### src/rtl/shifter_pipe.sv
// Pipelined barrel shifter (SLL/SRL/SRA/ROR) split over LAT register stages
// with a valid/ready handshake at both ends, flush, and a passthrough tag.
module shifter_pipe #(
  parameter  int N     = 32,
  parameter  int LAT   = 2,
  parameter  int TAG_W = 5,
  localparam int SHW   = $clog2(N)
) (
  input  logic             clk,
  input  logic             rst_n,
  input  logic             flush,
  input  logic             in_valid,
  output logic             in_ready,
  input  logic [N-1:0]     in_a,
  input  logic [SHW-1:0]   in_shamt,
  input  logic [1:0]       in_op,
  input  logic [TAG_W-1:0] in_tag,
  output logic             out_valid,
  input  logic             out_ready,
  output logic [N-1:0]     out_y,
  output logic [TAG_W-1:0] out_tag
);

  localparam int BPS = (SHW + LAT - 1) / LAT;
  localparam logic [1:0] OP_SLL = 2'd0;
  localparam logic [1:0] OP_SRA = 2'd2;
  localparam logic [1:0] OP_ROR = 2'd3;

  function automatic logic [N-1:0] bit_rev(input logic [N-1:0] x);
    logic [N-1:0] r;
    for (int i = 0; i < N; i++) r[i] = x[N-1-i];
    return r;
  endfunction

  // Right-shift log-stages lo..hi-1; SLL arrives here already bit-reversed.
  function automatic logic [N-1:0] log_shift(input logic [N-1:0] d,
                                             input logic [SHW-1:0] sh,
                                             input logic [1:0] op,
                                             input logic sg,
                                             input int lo,
                                             input int hi);
    logic [N-1:0] r;
    logic [N-1:0] fill;
    r = d;
    for (int k = 0; k < SHW; k++) begin
      if (k >= lo && k < hi && sh[k]) begin
        if (op == OP_ROR) begin
          r = (r >> (1 << k)) | (r << (N - (1 << k)));
        end else begin
          fill = (op == OP_SRA && sg) ? ~({N{1'b1}} >> (1 << k)) : '0;
          r = (r >> (1 << k)) | fill;
        end
      end
    end
    return r;
  endfunction

  logic [LAT-1:0]   v_q;
  logic [LAT-1:0]   adv;
  logic [N-1:0]     d_q   [LAT];
  logic [SHW-1:0]   sh_q  [LAT];
  logic [1:0]       op_q  [LAT];
  logic             sg_q  [LAT];
  logic [TAG_W-1:0] tg_q  [LAT];

  logic             up_v  [LAT];
  logic [N-1:0]     up_d  [LAT];
  logic [SHW-1:0]   up_sh [LAT];
  logic [1:0]       up_op [LAT];
  logic             up_sg [LAT];
  logic [TAG_W-1:0] up_tg [LAT];
  logic [N-1:0]     d_nx  [LAT];

  always_comb begin
    logic a;
    a = out_ready | ~v_q[LAT-1];
    adv = '0;
    adv[LAT-1] = a;
    for (int j = LAT - 2; j >= 0; j--) begin
      a = a | ~v_q[j];
      adv[j] = a;
    end
  end

  always_comb begin
    up_v[0]  = in_valid;
    up_d[0]  = (in_op == OP_SLL) ? bit_rev(in_a) : in_a;
    up_sh[0] = in_shamt;
    up_op[0] = in_op;
    up_sg[0] = in_a[N-1];
    up_tg[0] = in_tag;
    for (int j = 1; j < LAT; j++) begin
      up_v[j]  = v_q[j-1];
      up_d[j]  = d_q[j-1];
      up_sh[j] = sh_q[j-1];
      up_op[j] = op_q[j-1];
      up_sg[j] = sg_q[j-1];
      up_tg[j] = tg_q[j-1];
    end
    for (int j = 0; j < LAT; j++) begin
      d_nx[j] = log_shift(up_d[j], up_sh[j], up_op[j], up_sg[j], j * BPS,
                          ((j + 1) * BPS < SHW) ? (j + 1) * BPS : SHW);
    end
  end

  // Flush wins over every transfer; data registers only load on advance.
  always_ff @(posedge clk or negedge rst_n) begin
    if (!rst_n) begin
      v_q <= '0;
      for (int j = 0; j < LAT; j++) begin
        d_q[j]  <= '0;
        sh_q[j] <= '0;
        op_q[j] <= '0;
        sg_q[j] <= 1'b0;
        tg_q[j] <= '0;
      end
    end else if (flush) begin
      v_q <= '0;
    end else begin
      for (int j = 0; j < LAT; j++) begin
        if (adv[j]) begin
          v_q[j]  <= up_v[j];
          d_q[j]  <= d_nx[j];
          sh_q[j] <= up_sh[j];
          op_q[j] <= up_op[j];
          sg_q[j] <= up_sg[j];
          tg_q[j] <= up_tg[j];
        end
      end
    end
  end

  assign in_ready  = adv[0];
  assign out_valid = v_q[LAT-1];
  assign out_y     = (op_q[LAT-1] == OP_SLL) ? bit_rev(d_q[LAT-1]) : d_q[LAT-1];
  assign out_tag   = tg_q[LAT-1];

endmodule
### config.mk
export PLATFORM = sky130hd
export DESIGN_NAME = shifter_pipe
export DESIGN_NICKNAME = d
export VERILOG_FILES = /design/src/rtl/shifter_pipe.sv
export SDC_FILE = /design/constraint.sdc
export NUM_CORES = 1
export LEC_CHECK = 0
export CORE_ASPECT_RATIO = 1.4
export CORE_MARGIN = 3
export CORE_UTILIZATION = 47
export CTS_CLUSTER_SIZE = 28
export DETAILED_ROUTE_END_ITERATION = 12
export DONT_BUFFER_PORTS = 1
export PLACE_DENSITY = 0.68
export RECOVER_POWER = 100
export SLEW_MARGIN = 20
export SYNTH_ARGS = -nofsm -noshare
export SYNTH_HDL_FRONTEND = slang
export SYNTH_SLANG_ARGS = --single-unit
### constraint.sdc
create_clock -name clk -period 2.28 [get_ports clk]
set_input_delay 0.228 -clock clk [delete_from_list [all_inputs] [get_ports clk]]
set_output_delay 0.228 -clock clk [all_outputs]
set_load 0.005 [all_outputs]
# Word-level counts from Yosys, hierarchy flattened
# Index checks and enable logic that the tools add are counted.
# Widths: inputs -> output; s select.
# word_totals
ff_bits,86
in_bits,49
out_inout_bits,39
# classes
n_eq_ne,4
mux,20
n_bitwise,15
reduce_logical,8
# ops
operator,n
$mux 32,17
$or 16x32->32,2
$or 24x32->32,2
$or 28x32->32,2
$or 30x32->32,2
$or 31x32->32,2
$eq 2x2->1 const B,4
$logic_not 2->1,2
$reduce_and 2->1,2
$reduce_bool 2->1,2
$not 1->1,3
$logic_and 1x1->1,2
$mux 1,2
$mux 2,1
$or 1x1->1,2

# Logic depth before layout (Yosys ltp)
# Gate-level depths: netlist of the first run.
# depth
word_depth,12
depth_mapped,8

# Worst setup path after synthesis of the first run
# OpenSTA, ideal clock, no wires.
# synth_timing
path_type,input port to flip-flop
from,input in_op[1]
to,register d_q[48] (netlist name)
arrival_time_ns,1.675
required_ns,2.138
path_slack_ns,0.462
stages,6
n_path_buf,2
cell_sequence,buf_6 -> nor2_4 -> buf_6 -> mux4_2 -> a21oi_1 -> o221ai_1
# synth_between
elab_chain_len,11
word_cells_on_any_way,15
cone_classes,1 x eq/ne; 7 x mux; 6 x bitwise; 1 x reduce/logical
# synth_lines
item,line,source
"start, declared",16,"input logic [1:0] in_op,"
$logic_not 2->1,87,up_d[0] = (in_op == OP_SLL) ? bit_rev(in_a) : in_a;
$mux 32,87,
$or 31x32->32 (on tied branches),"51, 48",
$mux 32,47,if (op == OP_ROR) begin
$mux 32,46,if (k >= lo && k < hi && sh[k]) begin
$or 30x32->32 (on tied branches),"51, 48",
$mux 32,47,
$mux 32,46,
$or 28x32->32 (on tied branches),"51, 48",
$mux 32,47,
$mux 32 *,46,
"end signal, assigned by index",123,d_q[j] <= d_nx[j];
"end, declared",60,logic [N-1:0] d_q [LAT];
# Mark *: on every way between the ends. The rest lies on a longest branch, timed or not.
# A chain may end at the register's enable or synchronous reset.

# Worst setup path after layout of the first run
# layout_timing
from,register op_q[1] (netlist name)
to,output out_y[14]
# layout_between
elab_chain_len,2
# layout_lines
item,line,source
"start, declared",62,logic [1:0] op_q [LAT];
"start signal, assigned by index",125,op_q[j] <= up_op[j];
$logic_not 2->1,135,assign out_y = (op_q[LAT-1] == OP_SLL) ? bit_rev(d_q[LAT-1]) : d_q[LAT-1];
$mux 32,135,
"end, declared",20,"output logic [N-1:0] out_y,"
# Every way passes these cells.

==> results of run 1 <==
sequential cells by signal, indices dropped and copies added (netlist names):
register	count
d_q	64
op_q	4
out_tag	5
sg_q	1
sh_q	2
tg_q	5
v_q	2
routing by layer:
layer | up-vias | GRT usage | share of wire
li1 | 2273 | - | -
met5 | - | 0 | 0
met2 | 173 | 0.3606 | 0.51
met3 | 21 | 0.04032 | 0.064
met4 | 0 | 0.06033 | 0.018
met1 | 2232 | 0.2744 | 0.41
synth_stat cells (10+ instances only):
cell type,instances
mux2_2,60
o221ai_1,17
o22ai_1,30
a21oi_1,38
dfrtp_1,83
nand2_1,100
clkbuf_1,38
o21ai_0,45
mux4_2,18
nor2_1,51
buf_2,10
mux2i_1,59
cell type report:
type | instances | area (um^2) | share of cell area
Multi-Input combinational cell | 479 | 3468 | 0.5518
Clock inverter | 5 | 52.55 | 0.008360
Clock buffer | 11 | 242.7 | 0.03861
Sequential cell | 83 | 2077 | 0.3304
Tap cell | 147 | 183.9 | 0.02926
Timing Repair Buffer | 24 | 227.7 | 0.03623
Inverter | 9 | 33.78 | 0.005374
metrics by stage:
stage,setup slack [ns],cell area (um^2)
3_3_place_gp,0.3622,5906
6_report,0.2107,6286
5_1_grt,0.09461,6286
4_1_cts,0.3531,6319
3_5_place_dp,0.2847,5906
2_1_floorplan,0.4624,5859
final timing paths:
path / start / to / slack (ns) / cells past startpoint
worst max-delay path: op_q[1] / out_y[14] / 0.21 / 3
worst min-delay path: in_tag[3] / tg_q[8] / 0.005 / 2
worst max register to register: v_q[1] / d_q[59] / 0.27 / 6
worst min register to register: tg_q[5] / tg_q[5] / 0.47 / 2
max in group asynchronous: rst_n / d_q[39] / 0.91 / 2
min in group asynchronous: rst_n / d_q[31] / 0.68 / 2
power by group:
group	internal (uW)	switching, uW
Clock	871	549
Sequential	1720	205
Combinational	582	685
logic make-up (layout without fill, tap and decap cells):
logic type,after synthesis,in the layout
and+or+nand+nor,178,178
muxes,138,138
DFF,83,83
xor gates and xnor gates,1,1
buffers and inverters,68,49
AOI/OAI and AO/OA,162,162
placed cells by master, fill, tap and decap left out, types with 2 or more instances in the layout:
master / instances
a21o_1: 2
mux4_2: 18
nand3_1: 3
a311oi_1: 2
nor2b_1: 5
clkinv_2: 3
mux2_1: 12
o32ai_1: 2
mux2_2: 48
o221ai_1: 17
inv_1: 9
clkbuf_1: 3
buf_12: 3
buf_4: 7
nand4_1: 2
a211oi_1: 5
mux2i_1: 59
or2_0: 2
a21oi_1: 37
a31oi_1: 2
o22ai_1: 30
dlygate4sd3_1: 9
clkbuf_2: 2
o22a_1: 2
o211ai_1: 2
nor2_1: 50
o21ai_0: 45
clkbuf_16: 9
o32a_1: 2
nand2_1: 100
nor3_1: 7
nand2b_1: 3
a221oi_1: 2
dfrtp_1: 83
==> results.json, run 1 <==
{
  "skew_ns": 0.005236,
  "pin_count": 88,
  "synth.ff_latch_count": 83,
  "yosysWarnings": 0,
  "dpl.hpwl_mm": 11.19,
  "diodes": 0,
  "gp_congestion": 0.8586,
  "synth_nets": 679,
  "timing.final.setup_violations": 0,
  "finalNonFillerCells": 758,
  "grt_max_degree": 84,
  "tns_ns": 0,
  "area_delta_synth_final_pct": 7.282,
  "drtIter0Drc": 210,
  "cpPeakStageDelay_ns": 0.57,
  "synth_mux_area_frac": 0.2898,
  "tightest_slew_ns": 1.108,
  "layout-drive-gt1-share": 0.1653,
  "finalWirelength_mm": 14.66,
  "finalNetCount": 655,
  "fin_crit_sh": 0.9076,
  "antenna_found_initial": 0,
  "hold_violations": 0,
  "cp.required_ns": 2.05,
  "max-vdd-ir-drop_mv": 0.3800,
  "cts_setup_buffers": 0,
  "die_w_um": 100.4,
  "netlist_area_um2": 5859,
  "syn-instance-count": 630,
  "numPortBuffers": 0,
  "synth_area_leader_cell": "dfrtp_1",
  "synth-xor-area-share": 0.001495,
  "grt_pass1_wl_mm": 23.84,
  "core_area_um2": 12000,
  "power_leakage_uw": 0.002643,
  "holdWs_ns": 0.004633,
  "synth_top_area_frac": 0.3545,
  "dr.pass1.iters": 5,
  "synth_top_family_by_area": "multiplexers",
  "avgSynthCellArea_um2": 9.301,
  "cpMaxStageDelayCell": "clkbuf_2",
  "ys_top_cells_by_area": "dfrtp_1 (35%), mux2_2 (12%), mux2i_1 (10%)",
  "grt_remaining_overflow": 0,
  "rsz0062_at_grt": "no",
  "synth-compound-area-share": 0.1749,
  "post-route-util": 0.5240,
  "cp_max_fo": 32,
  "status": "finished, final reports clean",
  "power_density_nw_per_um2": 733.3,
  "cts_buffers": 9,
  "place_inst": 732,
  "initial_core_util": 0.4884,
  "synth_edf_count": 0,
  "synth_cell_types": 49,
  "cts_buffer_depth": 2,
  "finalCriticalPeriod_ns": 2.069,
  "drv_cap": 0,
  "slew_headroom": 0.2616,
  "drv_slew": 0,
  "die_area_um2": 13860,
  "path_cells": "nor2_2 > clkbuf_2 > mux2_2",
  "drt-wirelength-per-cell_um": 19.34,
  "max_freq_mhz": 483.3,
  "dr_total_vias": 4699,
  "clock-root-buffer": "clkbuf_16",
  "grtUsageTotal": 0.2124,
  "htreeDepth": 3,
  "route.detailed.drc": 0,
  "via_per_inst": 6.199,
  "cts_tree": "yes",
  "synthFlopType": "dfrtp_1",
  "yosys.area_share.simple": 0.1247,
  "cp-start-kind": "flop",
  "cts_hold_buf": 10,
  "num-fill-cells": 1082,
  "crit_arrival_ns": 1.84,
  "setup.worst_path.end_class": "output pin",
  "insertion_delay_ns": 0.34,
  "ys_seq_area_frac": 0.3545,
  "path_delay_family": "buffers and inverters",
  "totalPowerFinal_uw": 4609,
  "rows": 47,
  "synth_fa_ha_area_frac": 0,
  "clk_pin_slew_ns": 0.06,
  "die_h_um": 138.1,
  "hold_path.class": "input pin to flop",
  "cts_resized": 0,
  "async_flop_share": 1.000,
  "cts_sinks": 83,
  "cp_num_buf_inv": 1,
  "crit_type": "flop to output pin",
  "grt_pass1_vias": 4560,
  "antenna_left": 0
}
Power figures use the tool's default switching activity.
==> run 2: changes to the inputs <==
--- a/config.mk
+++ b/config.mk
@@ -7,11 +7,10 @@
 export LEC_CHECK = 0
 export CORE_ASPECT_RATIO = 1.4
 export CORE_MARGIN = 3
-export CORE_UTILIZATION = 47
-export CTS_CLUSTER_SIZE = 28
+export CORE_UTILIZATION = 30
 export DETAILED_ROUTE_END_ITERATION = 12
 export DONT_BUFFER_PORTS = 1
-export PLACE_DENSITY = 0.68
+export PLACE_DENSITY = 0.5
 export RECOVER_POWER = 100
 export SLEW_MARGIN = 20
 export SYNTH_ARGS = -nofsm -noshare
==> results.json, run 2 (synthesis results as in run 1) <==
{
  "tns_ns": 0,
  "hold_depth": 2,
  "place_inst": 832,
  "worstReg2RegEnd": "d_q[35]",
  "tightest_slew_ns": 1.143,
  "die_h_um": 171.4,
  "grt_max_degree": 84,
  "max_freq_mhz": 534.8,
  "setup_ws_ns": 0.4101,
  "fin_crit_sh": 0.8201,
  "finalWirelength_mm": 16.89,
  "layout_common_cells": "nand2_1 (100), dfrtp_1 (83), mux2i_1 (59)",
  "route.detailed.drc": 0,
  "final_common_cell": "nand2_1",
  "rsz0062_at_grt": "no",
  "via_per_inst": 5.511,
  "cts_buffer_depth": 2,
  "cpPeakStageDelay_ns": 0.42,
  "drt-wirelength-per-cell_um": 19.75,
  "reg2regPathDepth": 6,
  "area_delta_synth_final_pct": 9.204,
  "cpMaxStageDelayCell": "mux2_1",
  "cts_buffers": 9,
  "finalNonFillerCells": 855,
  "dpl.hpwl_mm": 13.17,
  "core_area_um2": 18900,
  "cts_resized": 0,
  "power_leakage_uw": 0.002656,
  "skew_ns": 0.006555,
  "dr_total_vias": 4712,
  "largest_reg_flops": 64,
  "clk_pin_slew_ns": 0.06,
  "cts_hold_buf": 7,
  "timing.final.setup_violations": 0,
  "slew_headroom": 0.2378,
  "cp_max_fo": 32,
  "setup.reg_to_reg.worst_slack_ns": 0.42,
  "hp-start": "in_tag[4]",
  "gp_congestion": 0.9006,
  "drv_cap": 0,
  "hold_path.class": "input pin to flop",
  "hold_violations": 0,
  "grtUsageTotal": 0.1640,
  "finalNetCount": 655,
  "reg2reg_from": "v_q[1]",
  "diodes": 0,
  "layout-drive-gt1-share": 0.1358,
  "grt_remaining_overflow": 0,
  "drtIter0Drc": 313,
  "htreeDepth": 3,
  "cp-start-kind": "flop",
  "min_to": "tg_q[9]",
  "regMostFlops": "d_q",
  "status": "finished, final reports clean",
  "die_area_um2": 21270,
  "cts_tree": "yes",
  "path_cells": "nor2_1 > buf_4 > mux2_1",
  "crit_type": "flop to output pin",
  "die_w_um": 124.1,
  "numPortBuffers": 0,
  "initial_core_util": 0.3101,
  "grt_pass1_vias": 4709,
  "crit_arrival_ns": 1.64,
  "antenna_left": 0,
  "rows": 59,
  "insertion_delay_ns": 0.34,
  "dr.pass1.iters": 5,
  "cts_sinks": 83,
  "pre_cts_ws_ns": 0.3781,
  "clock-root-buffer": "clkbuf_16",
  "totalPowerFinal_uw": 4682,
  "cp.required_ns": 2.05,
  "setup.worst_path.end_class": "output pin",
  "antenna_found_initial": 0,
  "power_density_nw_per_um2": 731.7,
  "finalCriticalPeriod_ns": 1.870,
  "pin_count": 88,
  "cts_setup_buffers": 0,
  "drv_slew": 0,
  "grt_pass1_wl_mm": 27.08,
  "max-vdd-ir-drop_mv": 0.3448
}
run 2: per-layer routing:
layer / vias to the layer above / global-route usage / wire [um]
met3: 19 / 0.02763 / 849
met2: 142 / 0.2855 / 8714
met1: 2287 / 0.2026 / 6950
met5: - / 0 / 0
met4: 0 / 0.05958 / 376
li1: 2264 / - / -
run 2: worst max-delay path, delay by kind of cell (launching register included):
family | cells | cell delay, ns
buffers and inverters | 1 | 0.37
muxes | 1 | 0.42
and+or+nand+nor | 1 | 0.13
DFF | 1 | 0.37
run 2: report_power, final:
part	leakage, uW	switching, uW	internal, uW
sequential	0.00102	212	1710
clock	0.000153	569	906
combinational	0.00148	721	558
run 2: cell type report:
type                            count  area [um^2]
Inverter                            9        33.78
Multi-Input combinational cell    479         3462
Timing Repair Buffer               24        215.2
Sequential cell                    83         2077
Tap cell                          244        305.3
Clock inverter                      4        48.80
Clock buffer                       12        256.5
Fill cell                        1983        12500
run 2: worst max-delay path by stage:
| stage | from | endpoint | depth (start not counted) |
|---|---|---|---|
| 3_5_place_dp | in_op[0] | d_q[40] | 4 |
| 5_1_grt | op_q[2] | d_q[25] | 6 |
| 2_1_floorplan | in_op[1] | d_q[48] | 6 |
| 3_3_place_gp | in_op[0] | d_q[39] | 5 |
| 4_1_cts | op_q[1] | out_y[13] | 3 |
| 6_report | op_q[1] | out_y[19] | 3 |
run 2: through the flow:
step,utilization,hold WS (ns),area [um^2]
after floorplan,-,-0.06759,5859
after global placement,0.3201,-0.06551,6050
after detailed placement,0.3201,-0.06608,6050
after CTS,0.3409,0.0007204,6442
after global routing,0.3386,0.007939,6399
final,0.3386,0.005480,6399
==> run 3: changes to the inputs <==
==> constraint.sdc (replaced) <==
create_clock -name clk -period 1.9 [get_ports clk]
set_input_delay 0.19 -clock clk [delete_from_list [all_inputs] [get_ports clk]]
set_output_delay 0.19 -clock clk [all_outputs]
set_load 0.005 [all_outputs]
==> results.json, run 3 (synthesis results as in run 1) <==
{
  "status": "finished with violations",
  "failed_checks": "hold timing",
  "gp_congestion": 0.8756,
  "finalWirelength_mm": 17.38,
  "dr_total_vias": 4770,
  "via_per_inst": 5.527,
  "setup.reg_to_reg.worst_slack_ns": 0.13,
  "tns_ns": 0,
  "cp_max_fo": 18,
  "layout_common_cells": "nand2_1 (100), dfrtp_1 (83), mux2i_1 (59)",
  "regMostFlops": "d_q",
  "grt_pass1_vias": 4794,
  "cts_resized": 0,
  "grt_pass1_wl_mm": 27.35,
  "diodes": 0,
  "setup.worst_path.end_class": "flop",
  "cpMaxStageDelayCell": "nor2b_1",
  "crit_type": "flop to flop",
  "grtUsageTotal": 0.1653,
  "power_frac_clock": 0.307,
  "cp-start-kind": "flop",
  "die_area_um2": 21270,
  "area_delta_synth_final_pct": 11.04,
  "antenna_left": 0,
  "p_int_uw": 3826,
  "reg2reg_from": "v_q[1]",
  "rows": 59,
  "timing.final.setup_violations": 0,
  "dpl.hpwl_mm": 13.23,
  "grt_max_degree": 84,
  "combPwrFrac": 0.279,
  "numPortBuffers": 0,
  "final_common_cell": "nand2_1",
  "path_cells": "nor2b_1 > a21o_1 > buf_12 > clkbuf_2 > nand2_1 > o221ai_1",
  "finalCriticalPeriod_ns": 1.767,
  "hold_path.class": "input pin to async pin",
  "cpPeakStageDelay_ns": 0.37,
  "crit_arrival_ns": 2.01,
  "cts_hold_buf": 12,
  "switchingPower_uw": 1765,
  "drt-wirelength-per-cell_um": 20.14,
  "largest_reg_flops": 64,
  "netSwitchingFraction": 0.3156,
  "cts_tree": "yes",
  "insertion_delay_ns": 0.33,
  "htreeDepth": 3,
  "finalNetCount": 663,
  "num-fill-cells": 2001,
  "post-route-util": 0.3443,
  "dr.pass1.iters": 4,
  "hold_violations": 83,
  "tightest_slew_ns": 0.5376,
  "fin_crit_sh": 0.9297,
  "cts_buffers": 9,
  "drtIter0Drc": 340,
  "worstReg2RegEnd": "d_q[53]",
  "max-vdd-ir-drop_mv": 0.4143,
  "die_w_um": 124.1,
  "drv_slew": 0,
  "die_h_um": 171.4,
  "grt_remaining_overflow": 0,
  "skew_ns": 0.008488,
  "holdWs_ns": -0.4477,
  "clock-root-buffer": "clkbuf_16",
  "layout-drive-gt1-share": 0.1438,
  "rsz0062_at_grt": "no",
  "clk_pin_slew_ns": 0.06,
  "core_area_um2": 18900,
  "cp.required_ns": 2.14,
  "drv_cap": 0,
  "cts_buffer_depth": 2,
  "initial_core_util": 0.3101,
  "antenna_found_initial": 0,
  "max_freq_mhz": 566.1,
  "route.detailed.drc": 0,
  "pin_count": 88,
  "power_leakage_uw": 0.002705,
  "seqPwrFrac": 0.414,
  "slew_headroom": 0.6407,
  "power_density_nw_per_um2": 859.3,
  "reg2regPathDepth": 6,
  "cts_sinks": 83,
  "cts_setup_buffers": 0
}
run 3: power groups by stage:
stage | Clock [uW] | Sequential [uW] | Combinational, uW
after floorplan | 0 | 2230 | 1280
after global placement | 0 | 2340 | 1590
after detailed placement | 0 | 2350 | 1590
after CTS | 1750 | 2320 | 1630
after global routing | 1820 | 2360 | 1730
final | 1710 | 2320 | 1560
run 3: layer usage:
metal	vias up	track usage	wire (um)
li1	2290	-	-
met4	0	0.06482	602
met2	145	0.2740	8541
met5	-	0	0
met3	26	0.02928	858
met1	2309	0.2133	7377
run 3: stage by stage:
stage	cell area (um^2)	hold WS (ns)	power (uW)	worst slack [ns]	instances
floorplan	5859	-0.1056	3503	0.1204	630
global placement	6110	-0.1036	3929	0.1167	835
detailed placement	6110	-0.1038	3946	0.08278	835
CTS	6519	-0.4573	5699	0.1541	863
global route	6506	-0.4652	5913	0.02359	863
finish	6506	-0.4477	5591	0.1335	863
run 3: final cells by class:
cell class	count	area [um^2]	area share
clock buffer	14	254.0	0.03904
multi-input combinational	479	3461	0.5319
timing repair buffer	32	340.3	0.05231
sequential	83	2077	0.3192
tap	244	305.3	0.04692
inverter	9	33.78	0.005192
clock inverter	2	35.03	0.005385
run 3: worst max path at each step:
stage | start | endpoint | slack (ns) | cells past startpoint
6_report | v_q[1] | d_q[53] | 0.13 | 6
5_1_grt | v_q[1] | d_q[53] | 0.02 | 6
4_1_cts | v_q[1] | d_q[59] | 0.15 | 6
3_5_place_dp | in_op[0] | d_q[41] | 0.08 | 6
3_3_place_gp | in_op[0] | d_q[41] | 0.12 | 6
2_1_floorplan | in_op[1] | d_q[48] | 0.12 | 6
run 3: worst max-delay path, delay by kind of cell, from the launching register on:
kind / cells / cell delay, ns
flops: 1 / 0.36
buf+inv: 2 / 0.43
compound gates: 2 / 0.39
simple gates: 2 / 0.50
==> patch 1: new RTL, settings of run 3 <==
The parameter `N` goes from 32 to 16.
--- a/src/rtl/shifter_pipe.sv
+++ b/src/rtl/shifter_pipe.sv
@@ -3,3 +3,3 @@
 module shifter_pipe #(
-  parameter  int N     = 32,
+  parameter  int N     = 16,
   parameter  int LAT   = 2,
Interface: changed (resized in_a, in_shamt and out_y); port bits go from 88 to 55. The function was not compared with the original's and may differ.
==> patch 1 against run 3 <==
- utilization is 0.21 points lower
- synthesized area is 46% lower
- sequential power is 40% lower
- first-iteration DRC count is 74% lower
- sequential cell count is 32 lower
- final area is 47% lower
- wire length is 60% lower
- clock power is 48% lower
- worst setup slack better by 67 ps
- sequential share of layout area is 5.0 points higher
- total power is 47% lower
- register-to-register slack better by 90 ps
- largest cell class unchanged
==> patch 1: results (changes against run 3) <==
Finish
  – Fillcell total: 1088 (-46%)
  – Final-stage net count: 337 (-49%)
  – Antenna cells: 0 (unchanged)
  – Max reg flops: 32 (-50%)
  – Layout cells sized above 1: 0.1246 (-0.01919)

Logic synthesis
  – Sequential fraction of the synthesis area: 0.4013 (+0.04679)
  – Asr flop ratio synth: 1.000 (unchanged)
  – Synth top cells by count: nand2_1 (65), dfrtp_1 (51), mux2_2 (31), mux2i_1 (29), o21ai_0 (23)
  – Distinct cells, synth: 35 (-29%)
  – Top-count cell post-synth: nand2_1
  – Syn nets: 342 (-50%)
  – Top cells by area, synth: dfrtp_1 (40%), mux2_2 (11%), mux4_1 (9.9%), mux2i_1 (9.1%), nand2_1 (7.7%)

Worst hold path
  – Worst min-delay path category: in2reg
  – HP Start: in_shamt[2]

Critical path
  – Worst path max stage delay: 400 ps (+30 ps)
  – Slowest stage cell, crit path: mux2_2
  – Worst EP arrival: 1510 ps (-500 ps)
  – Worst Setup SP: op_q[1]
  – CP max FO: 16 (-2)

Run status
  – Status: finished clean

Clock tree
  – CTS buffer count: 5 (-4)
  – CTS H-tree depth: 2 (-1)
  – PostCTS Resize Cnt: 0 (unchanged)
  – Root Buffer: clkbuf_16
  – Clock Latency Late Sink: 290 ps (-40 ps)

Pwr
  – Worst vdd ir: 0.0004187 V (+1.1%)
  – Leak: 1.501 nW (-45%)

Global route
  – Initial antenna violation count: 0 (unchanged)
  – GRT Resource Usage Total: 0.1204 (-0.04492)
  – Vias in the first global route: 2201 (-54%)
  – Largest net degree at the start of global routing: 52 (-38%)
  – First-pass GRT wire length: 11400 um (-58%)

Routing
  – DR WL met2: 3337 um (-61%)
  – Avg Vias per Cell: 4.982 (-9.9%)
  – DRT Pass-1 Iters: 4 (unchanged)
  – Iter 0 DRT Violations: 90 (-74%)
  – Met1 wire length: 3132 um (-58%)
  – Wire length on met3: 290 um (-66%)
  – Detailed Route WL: 6865 um (-60%)
  – DRC viols: 0 (unchanged)

Placement
  – PortBufs: 0 (unchanged)
  – DP Worst Slack: 266.0 ps (+183.2 ps)
  – Post-detail-place hpwl: 5156 um (-61%)
  – Gpl congestion: 0.7630 (-13%)

Timing
  – Clock Skew: 7.606 ps (-0.8814 ps)
  – Max-slew headroom: 0.1699 (-0.4708)
==> patch 1: per-stage QoR <==
stage               hold WS (ps)  power, mW  instances  area (um2)
finish                     2.066      2.948        440        3461
global route              0.7179      3.137        440        3461
CTS                        1.901      3.027        439        3486
detailed placement        -104.6      2.094        428        3284
global placement          -104.4      2.079        428        3284
floorplan                 -105.6      1.957        310        3181
==> patch 1: critical path, delay by kind of cell (launching register included) <==
family	cells	cell delay (ps)
buffers and inverters	1	350
flip-flops	1	370
multiplexers	1	400
AND/OR/NAND/NOR	1	100
==> patch 1: cells by family after synthesis <==
family / after synthesis / synth area share
AND/OR/NAND/NOR: 97 / 0.1318
XOR/XNOR: 1 / 0.002754
flip-flops: 51 / 0.4013
buffers and inverters: 32 / 0.05271
AO/OA/AOI/OAI: 55 / 0.09717
multiplexers: 74 / 0.3143
==> patch 1: repair_timing <==
action                                 4_1_cts  5_1_grt
endpoints found under the hold margin       54        1
hold buffers                                 4        1
buffers inserted                             0        0
==> patch 1: cell type report <==
class / instances / area [um2] / share of cell area
well taps: 135 / 168.9 / 0.04881
flip-flops and latches: 51 / 1276 / 0.3688
clock buffers: 6 / 138.9 / 0.04013
repair buffers: 14 / 112.6 / 0.03254
multi-input cells: 227 / 1737 / 0.5018
inverters: 6 / 22.52 / 0.006508
clock inverters: 1 / 5.005 / 0.001446
==> patch 1: report_power, final <==
part           internal [mW]  switching [mW]
logic                  0.332           0.339
registers               1.25           0.138
clock network          0.515           0.375
total                   2.10           0.852
==> patch 1: path summary, 6_finish.rpt <==
kind / slack (ps) / cells past startpoint / to
max: 200 / 3 / out_y[8]
min: 2 / 2 / sh_q[6]
max reg2reg: 220 / 5 / op_q[3]
min reg2reg: 480 / 2 / tg_q[8]
max in group asynchronous: 400 / 2 / d_q[10]
min in group asynchronous: 730 / 2 / sg_q[1]
==> patch 1: metal layers <==
metal,global-route usage,vias to the layer above
met4,0.04142,0
met2,0.1947,46
met3,0.02642,5
li1,-,1105
met5,0,-
met1,0.1589,1036
==> patch 2: new RTL, flow settings as in run 3 <==
Without the edit above. Make the reset (`rst_n`) synchronous in one clocked block.
--- a/src/rtl/shifter_pipe.sv
+++ b/src/rtl/shifter_pipe.sv
@@ -106,3 +106,3 @@
   // Flush wins over every transfer; data registers only load on advance.
-  always_ff @(posedge clk or negedge rst_n) begin
+  always_ff @(posedge clk) begin
     if (!rst_n) begin
Function: differs if rst_n is asserted again (counterexample within 4 cycles, from zero or initial values and one cycle with rst_n low); with rst_n held inactive, the same outputs for 4 cycles.
==> patch 2 against run 3 <==
- wire length is 13% lower
- critical endpoint is now d_q[0][35]
- total power shrank 6.4%
- final area fell by 0.94%
- synthesized area decreased by 1.2%
- maximum frequency shrank 2.3%
- clock power increased by 8%
- worst setup slack lost 41 ps
- sequential cell count unchanged
- combinational power down 31%
- critical path type unchanged
==> patch 2: results (changes against run 3) <==
Critical path
  – CP top delay family: flip-flops
  – Reg2Reg Setup Slack: 90 ps (-40 ps)
  – Worst EP arrival: 1900 ps (-110 ps)
  – Worst Reg2Reg Path Length in Cells: 3 (-3)
  – Reg-to-Reg Start: sh_q[0][4]
  – CP max FO: 22 (+4)
  – FF-to-FF End: d_q[0][35]
  – Slowest stage cell, crit path: edfxtp_1
  – Worst path max stage delay: 550 ps (+180 ps)

Logic synthesis
  – Syn nets: 568 (-16%)
  – Top cells by area, synth: edfxtp_1 (42%), mux4_2 (11%), mux2_2 (9.3%), a21oi_1 (5.3%), a22oi_1 (3.5%)
  – Asr flop ratio synth: 0 (-1.000)
  – Distinct cells, synth: 41 (-16%)
  – Post-synth EDFFs: 81 (+81)
  – Sequential fraction of the synthesis area: 0.4271 (+0.07258)
  – Synth top cells by count: edfxtp_1 (81), a21oi_1 (61), mux2_2 (48), clkbuf_1 (35), and2_1 (29)
  – Synthesized instance count: 519 (-18%)

Global route
  – First-pass GRT wire length: 23450 um (-14%)
  – GRT Resource Usage Total: 0.1437 (-0.02163)
  – Initial antenna violation count: 0 (unchanged)
  – Largest net degree at the start of global routing: 50 (-40%)
  – Vias in the first global route: 4161 (-13%)

Placement
  – DP Worst Slack: -76.58 ps (-159.4 ps)
  – PortBufs: 0 (unchanged)
  – Post-Place Cell Area: 0.006198 mm2 (+1.5%)
  – Placed Cells: 743 (-11%)
  – Gpl congestion: 0.9022 (+3.0%)
  – Post-detail-place hpwl: 11490 um (-13%)

Routing
  – DRT Pass-1 Iters: 7 (+3)
  – Detail Route Antenna Nets: 0 (unchanged)
  – Iter 0 DRT Violations: 290 (-15%)
  – Detailed Route WL: 15080 um (-13%)
  – Via Count: 4298 (-9.9%)
  – Wire per inst: 19.84 um (-1.5%)

Worst hold path
  – Worst min-delay path category: in2reg
  – Hold EP: tg_q[0][0]
  – HP Start: in_tag[0]

Finish
  – Antenna cells: 0 (unchanged)
  – Largest regs: d_q x64, tg_q x10, op_q x4
  – Final-stage net count: 560 (-16%)
  – Layout cells sized above 1: 0.1957 (+0.05196)
  – Fillcell total: 1893 (-5.4%)

Pwr
  – P_seq: 2.32 mW (about the same)
  – Reg power frac: 0.444 (+0.030)
  – Worst vdd ir: 0.0004236 V (+2.2%)
  – Leak: 2.226 nW (-18%)
  – Sw Share: 0.2591 (-0.05649)
  – Combinational power share: 0.204 (-0.075)

Clock tree
  – Clk buf depth: 2 (unchanged)
  – CTS buffer count: 9 (unchanged)

Floorplan
  – Die X: 123.4 um (-0.57%)

Timing
  – Max-slew headroom: 0.5629 (-0.07788)
  – Hold_ws: 48.27 ps (+496.0 ps)
  – Clock Skew: 8.478 ps (-0.009300 ps)

Run status
  – Status: finished clean
## patch 2: changes by cell type after synthesis, moves of 17 or more
cell / change
o21ai_0: -40
nor2_1: -28
a22oi_1: +26
a21oi_1: +23
and2_1: +28
dfrtp_1: -83
mux2i_1: -44
o221ai_1: -17
o22ai_1: -17
nand2_1: -76
edfxtp_1: +81
## patch 2: area by class of cell
class | instances | area (um2) | area share
clock buffers | 11 | 242.7 | 0.03766
clock inverters | 5 | 77.57 | 0.01204
inverters | 10 | 37.54 | 0.005824
multi-input cells | 373 | 3049 | 0.4731
flip-flops and latches | 83 | 2472 | 0.3836
well taps | 244 | 305.3 | 0.04737
repair buffers | 34 | 260.3 | 0.04038
## patch 2: worst max-delay path by stage
stage	from	end	slack [ps]	cells after the start
3_5_place_dp	in_op[0]	d_q[0][11]	-80	4
3_3_place_gp	in_op[0]	d_q[0][11]	-30	4
2_1_floorplan	v_q[1]	d_q[0][32]	-40	2
6_report	sh_q[0][4]	d_q[0][35]	90	3
4_1_cts	op_q[0][0]	d_q[0][48]	110	6
5_1_grt	op_q[0][0]	d_q[0][48]	4	6
## patch 2: cell families after synthesis
| logic type | synth area share |
|---|---|
| simple gates | 0.1163 |
| mux | 0.2418 |
| buf+inv | 0.05057 |
| flops | 0.4271 |
| xor+xnor | 0.001513 |
| compound gates | 0.1627 |
## patch 2: metal layers
| layer | vias to the layer above | wire [um] | global-route usage |
|---|---|---|---|
| met5 | - | 0 | 0 |
| met4 | 0 | 432 | 0.06217 |
| met3 | 27 | 1002 | 0.03092 |
| met2 | 174 | 7589 | 0.2436 |
| met1 | 2089 | 6056 | 0.1745 |
| li1 | 2008 | - | - |
## patch 2: repair_timing
item | 4_1_cts | 5_1_grt
hold buffers | 1 | 0
setup endpoints to repair | 0 | 0
hold endpoints to repair | 1 | 0
